<file path="src/rtl/clk_mon_pkg.sv">
// Shared types and default constants for the clk_in frequency monitor.
package clk_mon_pkg;

  localparam int DEF_EXP_PERIOD = 500000;
  localparam int DEF_TOL        = 500;
  localparam int DEF_CNT_W      = 21;

  typedef enum logic [1:0] {
    IDLE    = 2'd0,
    MEASURE = 2'd1,
    LOST    = 2'd2
  } mon_state_e;

endpackage

</file>
<file path="src/rtl/sync_edge_det.sv">
// Two-flop synchronizer plus registered rising-edge detector for an async input.
// With CLK_MON_DUTY_EN defined, also exports the synced level aligned to rise.
module sync_edge_det (
  input  logic clk_50MHz,
  input  logic reset,
  input  logic async_in,
`ifdef CLK_MON_DUTY_EN
  output logic level,
`endif
  output logic rise
);

  logic s1_q, s2_q, s3_q, rise_q;

  // rise_q and s3_q change on the same edge, so level is 1 in the rise cycle
  always_ff @(posedge clk_50MHz) begin
    if (reset) begin
      s1_q   <= 1'b0;
      s2_q   <= 1'b0;
      s3_q   <= 1'b0;
      rise_q <= 1'b0;
    end else begin
      s1_q   <= async_in;
      s2_q   <= s1_q;
      s3_q   <= s2_q;
      rise_q <= s2_q & ~s3_q;
    end
  end

  assign rise = rise_q;
`ifdef CLK_MON_DUTY_EN
  assign level = s3_q;
`endif

endmodule

</file>
<file path="src/rtl/clk_freq_monitor.sv">
// Measures clk_in period in clk_50MHz cycles, flags out-of-window and lost clocks.
// Optional CLK_MON_DUTY_EN adds high_cnt (synced high-time of the last period).
module clk_freq_monitor
  import clk_mon_pkg::*;
#(
  parameter int EXP_PERIOD = DEF_EXP_PERIOD,
  parameter int TOL        = DEF_TOL,
  parameter int CNT_W      = DEF_CNT_W
) (
  input  logic             clk_50MHz,
  input  logic             reset,
  input  logic             clk_in,
  output logic [CNT_W-1:0] period_cnt,
  output logic             period_valid,
  output logic             freq_ok,
  output logic             freq_err,
`ifdef CLK_MON_DUTY_EN
  output logic [CNT_W-1:0] high_cnt,
`endif
  output logic             clk_lost
);

  localparam logic [CNT_W-1:0] LIM    = CNT_W'(2 * EXP_PERIOD);
  localparam logic [CNT_W-1:0] LIM_M1 = CNT_W'(2 * EXP_PERIOD - 1);
  localparam logic [CNT_W-1:0] WIN_HI = CNT_W'(EXP_PERIOD + TOL);
  localparam logic [CNT_W:0]   EXP_X  = (CNT_W+1)'(EXP_PERIOD);
  localparam logic [CNT_W:0]   TOL_X  = (CNT_W+1)'(TOL);
  localparam logic [CNT_W-1:0] ONE    = CNT_W'(1);

  mon_state_e       state_q;
  logic [CNT_W-1:0] count_q, period_q;
  logic             pvld_q, ok_q, err_q, lost_q;
  logic             rise, timeout, in_win;

`ifdef CLK_MON_DUTY_EN
  logic             lvl;
  logic [CNT_W-1:0] hacc_q, hcnt_q;
`endif

  sync_edge_det u_sync (
    .clk_50MHz (clk_50MHz),
    .reset     (reset),
    .async_in  (clk_in),
`ifdef CLK_MON_DUTY_EN
    .level     (lvl),
`endif
    .rise      (rise)
  );

  assign timeout = (count_q >= LIM_M1);
  // count+TOL >= EXP is the lower bound without underflow when TOL > EXP
  assign in_win  = (({1'b0, count_q} + TOL_X) >= EXP_X) && (count_q <= WIN_HI);

  always_ff @(posedge clk_50MHz) begin
    if (reset) begin
      state_q  <= IDLE;
      count_q  <= '0;
      period_q <= '0;
      pvld_q   <= 1'b0;
      ok_q     <= 1'b0;
      err_q    <= 1'b0;
      lost_q   <= 1'b0;
    end else begin
      pvld_q <= 1'b0;
      case (state_q)
        IDLE, MEASURE: begin
          if (rise) begin
            count_q <= ONE;
            state_q <= MEASURE;
            if (state_q == MEASURE) begin
              period_q <= count_q;
              pvld_q   <= 1'b1;
              ok_q     <= in_win;
              if (!in_win) err_q <= 1'b1;
            end
          end else if (timeout) begin
            count_q <= LIM;
            lost_q  <= 1'b1;
            ok_q    <= 1'b0;
            err_q   <= 1'b1;
            state_q <= LOST;
          end else begin
            count_q <= count_q + ONE;
          end
        end
        LOST: begin
          if (rise) begin
            lost_q  <= 1'b0;
            count_q <= ONE;
            state_q <= MEASURE;
          end
        end
        default: state_q <= IDLE;
      endcase
    end
  end

`ifdef CLK_MON_DUTY_EN
  // Accumulator window starts on the rise cycle, matching count_q
  always_ff @(posedge clk_50MHz) begin
    if (reset) begin
      hacc_q <= '0;
      hcnt_q <= '0;
    end else begin
      if (rise) hacc_q <= {{(CNT_W-1){1'b0}}, lvl};
      else if (lvl && hacc_q < LIM) hacc_q <= hacc_q + ONE;
      if (rise && state_q == MEASURE) hcnt_q <= hacc_q;
    end
  end
  assign high_cnt = hcnt_q;
`endif

  assign period_cnt   = period_q;
  assign period_valid = pvld_q;
  assign freq_ok      = ok_q;
  assign freq_err     = err_q;
  assign clk_lost     = lost_q;

endmodule

</file>
<file path="config.mk">
export PLATFORM = sky130hd
export DESIGN_NAME = clk_freq_monitor
export DESIGN_NICKNAME = d
export VERILOG_FILES = /design/src/rtl/clk_mon_pkg.sv /design/src/rtl/sync_edge_det.sv /design/src/rtl/clk_freq_monitor.sv
export SDC_FILE = /design/constraint.sdc
export NUM_CORES = 1
export LEC_CHECK = 0
export BUFFER_PORTS_ARGS = -buffer_cell sky130_fd_sc_hd__clkbuf_2
export CAP_MARGIN = 10
export CORE_MARGIN = 2
export CORE_UTILIZATION = 35
export DETAILED_ROUTE_END_ITERATION = 10
export PLACE_DENSITY = 0.56
export SETUP_SLACK_MARGIN = 0.02
export SYNTH_ARGS = -nofsm -noshare
export SYNTH_HDL_FRONTEND = slang
export SYNTH_SLANG_ARGS = --single-unit
</file>
<file path="constraint.sdc">
create_clock -name clk_50MHz -period 1.8 [get_ports clk_50MHz]
set_input_delay 0 -clock clk_50MHz [delete_from_list [all_inputs] [get_ports clk_50MHz]]
set_output_delay 0 -clock clk_50MHz [all_outputs]
set_load 0.02 [all_outputs]
</file>
* Word-level counts from Yosys, hierarchy flattened *
Cells that the tools add are included.

cells by class
  add/subtract/negate cells = 2
  bitwise operators = 4
  multipliers = 0
  div/mod/pow operators = 0
  order comparisons = 3
  shifts and indexed selects = 0
  eq/ne operators = 8
  reduce and logical (&&, ||, !) cells = 12
  muxes and demuxes = 19

operators by type and width
  operator                                                                               number
  21-bit two-way mux                                                                     3
  21-bit case mux with 2 select lines                                                    1
  21-bit by 9-bit adder with 22-bit output, second input constant                        1
  22-bit by 19-bit greater-or-equal comparator with 1-bit output, second input constant  1
  21-bit by 1-bit adder with 21-bit output, second input constant                        1
  21-bit by 20-bit greater-or-equal comparator with 1-bit output, second input constant  1
  21-bit by 19-bit <= comparator with 1-bit output, second input constant                1
  1-bit two-way mux                                                                      10
  2-bit inequality test, second input constant                                           4
  4-bit AND reduction                                                                    2
  2-bit two-way mux                                                                      3
  3-bit AND reduction                                                                    2
  2-bit case mux with 2 select lines                                                     1
  2-bit AND reduction                                                                    2
  2-bit nonzero test                                                                     2
  3-bit by 2-bit inequality test with 1-bit output, second input constant                1
  1-bit NOT                                                                              3
  3-bit OR reduction                                                                     1
  2-bit by 1-bit equality test with 1-bit output, second input constant                  1
  2-bit equality test, second input constant                                             1
  2-bit logical NOT                                                                      1
  2-bit by 1-bit inequality test with 1-bit output, second input constant                1
  1-bit case mux with 2 select lines                                                     1
  2-bit OR reduction                                                                     1
  other kinds (2)                                                                        2

storage, ports and cells
  memories kept = 0
  flip-flop bits (word level) = 52
  bits in latches = 0
  bits in writable memories = 0
  output and inout port bits = 25
  ROM bits = 0

* Longest topological paths before layout *
  word-level depth = 6
  depth in mapped cells = 8

* By module *
Synthesis repeated with hierarchy kept, for this count alone.

unflattened totals
  cells, all modules = 300
  area, all modules = 2449.8 µm²

modules (own cells, without submodules)
  module            area an instance (µm²)  cells an instance  instances  sequential area each (µm²)
  clk_freq_monitor  2338.5                  292                1          960.9
  sync_edge_det     111.4                   8                  1          80.1

* Worst setup path after synthesis *
No wires, ideal clock.

  path kind = register to register
  from = register count_q[0]
  to = register count_q[15]
  data arrival time = 1636 ps
  cell stages (with the launch flop) = 9
  library setup time = 74 ps
  slack = 90 ps
  cells stage by stage = dfxtp_1 -> ha_1 -> nand3_1 -> nor2_1 -> a31oi_1 -> and3_4 -> buf_6 -> a41oi_1 -> a31oi_1

on the way
  word-level cells in the longest chain between the ends = 4
  elaborated cells between the ends (all ways) = 5

RTL lines
  what                                                                                                                               line                                            RTL
  from (decl)                                                                                                                        clk_freq_monitor.sv:31                          logic [CNT_W-1:0] count_q, period_q;
  from (signal assigned)                                                                                                             clk_freq_monitor.sv:83                          count_q <= count_q + ONE;
  21-bit by 1-bit adder with 21-bit output / 21-bit by 20-bit greater-or-equal comparator with 1-bit output (equally long branches)  clk_freq_monitor.sv:83, clk_freq_monitor.sv:50
  21-bit two-way mux *                                                                                                               clk_freq_monitor.sv:76                          end else if (timeout) begin
  21-bit two-way mux *                                                                                                               clk_freq_monitor.sv:67                          if (rise) begin
  21-bit case mux with 2 select lines *                                                                                              clk_freq_monitor.sv:65                          case (state_q)

Every way passes the cells marked *; elsewhere a longest branch is shown, timed or not.
A chain may end at the register's enable or synchronous reset.

* Worst setup path after layout *
  from = register count_q[15]
  to = register count_q[15]

Same word-level chain as after synthesis.

==> impl_metrics.yaml <==
layout:
  final_layout_size_suffix_gt1_frac: 0.348
  antenna_cells: 0
  area_growth_pct: 33.3
  final_nets: 372
  mostFrequentLayoutCells: "nand2_1, buf_4, dfxtp_1, a21oi_1, clkbuf_2"
  final_common_cell: "nand2_1"
cts:
  insertion_delay_ns: 0.32
  root_buffer: "clkbuf_8"
  cts_tree: "yes"
  cts_sinks: 52
  numCtsBuffers: 5
  cts_max_level: 2
  clk_pin_slew_ns: 0.10
  clockBufferDepth: 2
synth:
  yosysSeqAreaShare: 0.429
  synth_top_cell_area_share: 0.429
  synth_xor_area_frac: 0.0108
  syn_avg_cell_area_sq_um: 7.93
  synth.area.top_cells: "dfxtp_1, nand2_1, a21oi_1"
  synth_top_family_by_area: "simple AND/OR/NAND/NOR gates"
  synth_adder_area_share: 0.0103
  synth_area_leader_cell: "dfxtp_1"
  synthMuxAreaShare: 0
  ys_ff_latch: 52
  synth-edff-count: 0
  synth_compound_area_frac: 0.200
  syn_inst: 306
  yosys.area_share.simple: 0.288
  synth-main-ff-cell: "dfxtp_1"
  synth.distinct_cells: 47
  synthesis.nets: 311
  synth_area_sq_um: 2430
  async_reset_ff_frac: 0
  yosysWarnings: 0
detailed_routing:
  avgRoutedWirePerCell_um: 14.9
  wl_um: 6690
  drt-initial-drc-count: 137
  ant_nets: 0
  drc_errors: 0
  viasPerCell: 5.21
  detail_route.first_pass.iterations: 4
  vias: 2334
sta:
  finalCriticalPeriod_ns: 1.81
  rsz0062_at_grt: "yes"
  drv_slew: 0
  whs_ns: 0.0751
  tns_ns: -0.0117
  fmax_ghz: 0.552
  max_slew_margin: 0.676
  period_share: 1.01
  skew_ns: 0.0101
  finalHoldViolations: 0
  layout_setup_ws_ns: -0.0117
  worst_pin_slew_ns: 0.484
  setup_viol: 1
global_route:
  grt_start_max_net_pins: 24
  antenna_found_initial: 0
  grt_pass1_vias: 2101
  grt_first_pass_wirelength_um: 10500
  globalRoute.totalOverflow: 0
  grt_use_total: 0.174
placement:
  port_buffers: 27
  pre_cts_ws_ns: -0.0315
  hpwl_um: 4610
  gp_congestion: 0.862
worst_setup_path:
  cp-end-kind: "register"
  r2r_end: "count_q[15]"
  crit_fanout: 6
  reg2reg_slack_ns: -0.01
  rr_startpoint: "count_q[15]"
  path_class: "register to register"
  cp_data_required_time_ns: 2.04
  critPathLaunchType: "register"
  cp.arrival_ns: 2.06
  rr_worst_depth: 7
die:
  die_w_um: 87.3
  die_y_um: 87.3
  initial_utilization: 0.359
  ioPinCount: 28
  core_sq_um: 6760
  dieArea_sq_um: 7610
  std_cell_rows: 30
run_status:
  violations: "negative setup slack"
  status: "finished, violations left"
hold_path:
  hold_depth: 3
  hold_end: "count_q[0]"
  hold_path.class: "input port to register"
  min_from: "reset"
power_and_ir_drop:
  p_per_area_nw_per_um2: 613
  p_leak_uw: 0.00134
  peakVddDrop_v: 0.000272
flow_run:
  drv_cap: 0
[power breakdown]
group	switching (uW)	total [uW]	leakage [uW]	internal, uW
clock	413	685	0.0000479	272
combinational	66.8	121	0.000867	53.8
sequential	14.8	1180	0.000424	1160
total	494	1980	0.00134	1490
[worst max-delay path by stage]
stage,startpoint,endpoint,cells past startpoint
2_1_floorplan,count_q[0],count_q[15],8
3_3_place_gp,count_q[10],count_q[16],7
3_5_place_dp,count_q[10],count_q[16],7
4_1_cts,count_q[10],count_q[4],6
5_1_grt,count_q[15],count_q[15],7
6_report,count_q[15],count_q[15],7
[flip-flops by register name, indices dropped and copies added (netlist names)]
name          count
state_q           2
u_sync.s3_q       1
clk_lost          1
period_valid      1
freq_ok           1
period_cnt       21
freq_err          1
count_q          21
u_sync.rise       1
u_sync.s2_q       1
u_sync.s1_q       1
[worst max-delay path: stages (launching register included)]
cell,delay [ns]
dfxtp_2,0.33
buf_6,0.12
nor4_4,0.32
nand3_2,0.14
o21ai_4,0.27
and3_4,0.30
a41oi_2,0.12
a31oi_1,0.14
[cell families (layout without fill, tap and decap cells)]
kind of cell,after synthesis,in the layout
AND/OR/NAND/NOR,138,139
AO/OA/AOI/OAI,80,80
flip-flops,52,52
buffers and inverters,31,92
XOR/XNOR,3,3
adder cells (fa/ha/maj),2,2
[layer usage]
layer	vias to the layer above	routed length, um	global-route usage
met5	-	0	0
met4	0	97	0.0545
met3	11	306	0.0332
met2	53	3160	0.268
met1	1083	3120	0.244
li1	1187	-	-
[final cells by class]
| cell class | count | area [sq um] |
|---|---|---|
| fill | 688 | 3520 |
| multi-input combinational | 224 | 1430 |
| sequential | 52 | 1050 |
| timing repair buffer | 78 | 539 |
| tap | 80 | 100 |
| clock buffer | 5 | 68.8 |
| inverter | 6 | 22.5 |
| clock inverter | 3 | 18.8 |
[synthesized netlist by cell type, types with 3 or more instances]
master,number
a21o_1,7
a21oi_1,32
a31oi_1,11
and3_1,7
buf_2,10
clkbuf_1,11
dfxtp_1,52
inv_1,4
nand2_1,64
nand2b_1,3
nand3_1,11
nand3b_1,3
nand4_1,6
nor2_1,15
nor2b_1,6
nor3_1,9
o21ai_0,8
o21ai_1,8
[timing repair]
item / CTS / global route
hold buffers: 1 / 0
pin swaps: 0 / 21
setup buffers: 0 / 7
cloned: 0 / 1
endpoints found under the setup margin: 8 / 22
resized for setup: 5 / 45
endpoints found under the hold margin: 1 / 0
[stage by stage]
stage | util | total power, uW | cells | instance area (sq um)
after CTS | 0.442 | 1980 | 440 | 2990
after global routing | 0.479 | 2060 | 448 | 3230
after detailed placement | 0.423 | 1300 | 431 | 2860
final | 0.479 | 1980 | 448 | 3230
after global placement | 0.423 | 1300 | 431 | 2860
after floorplan | - | 1260 | 306 | 2430
(Power assumes the default switching activity.)
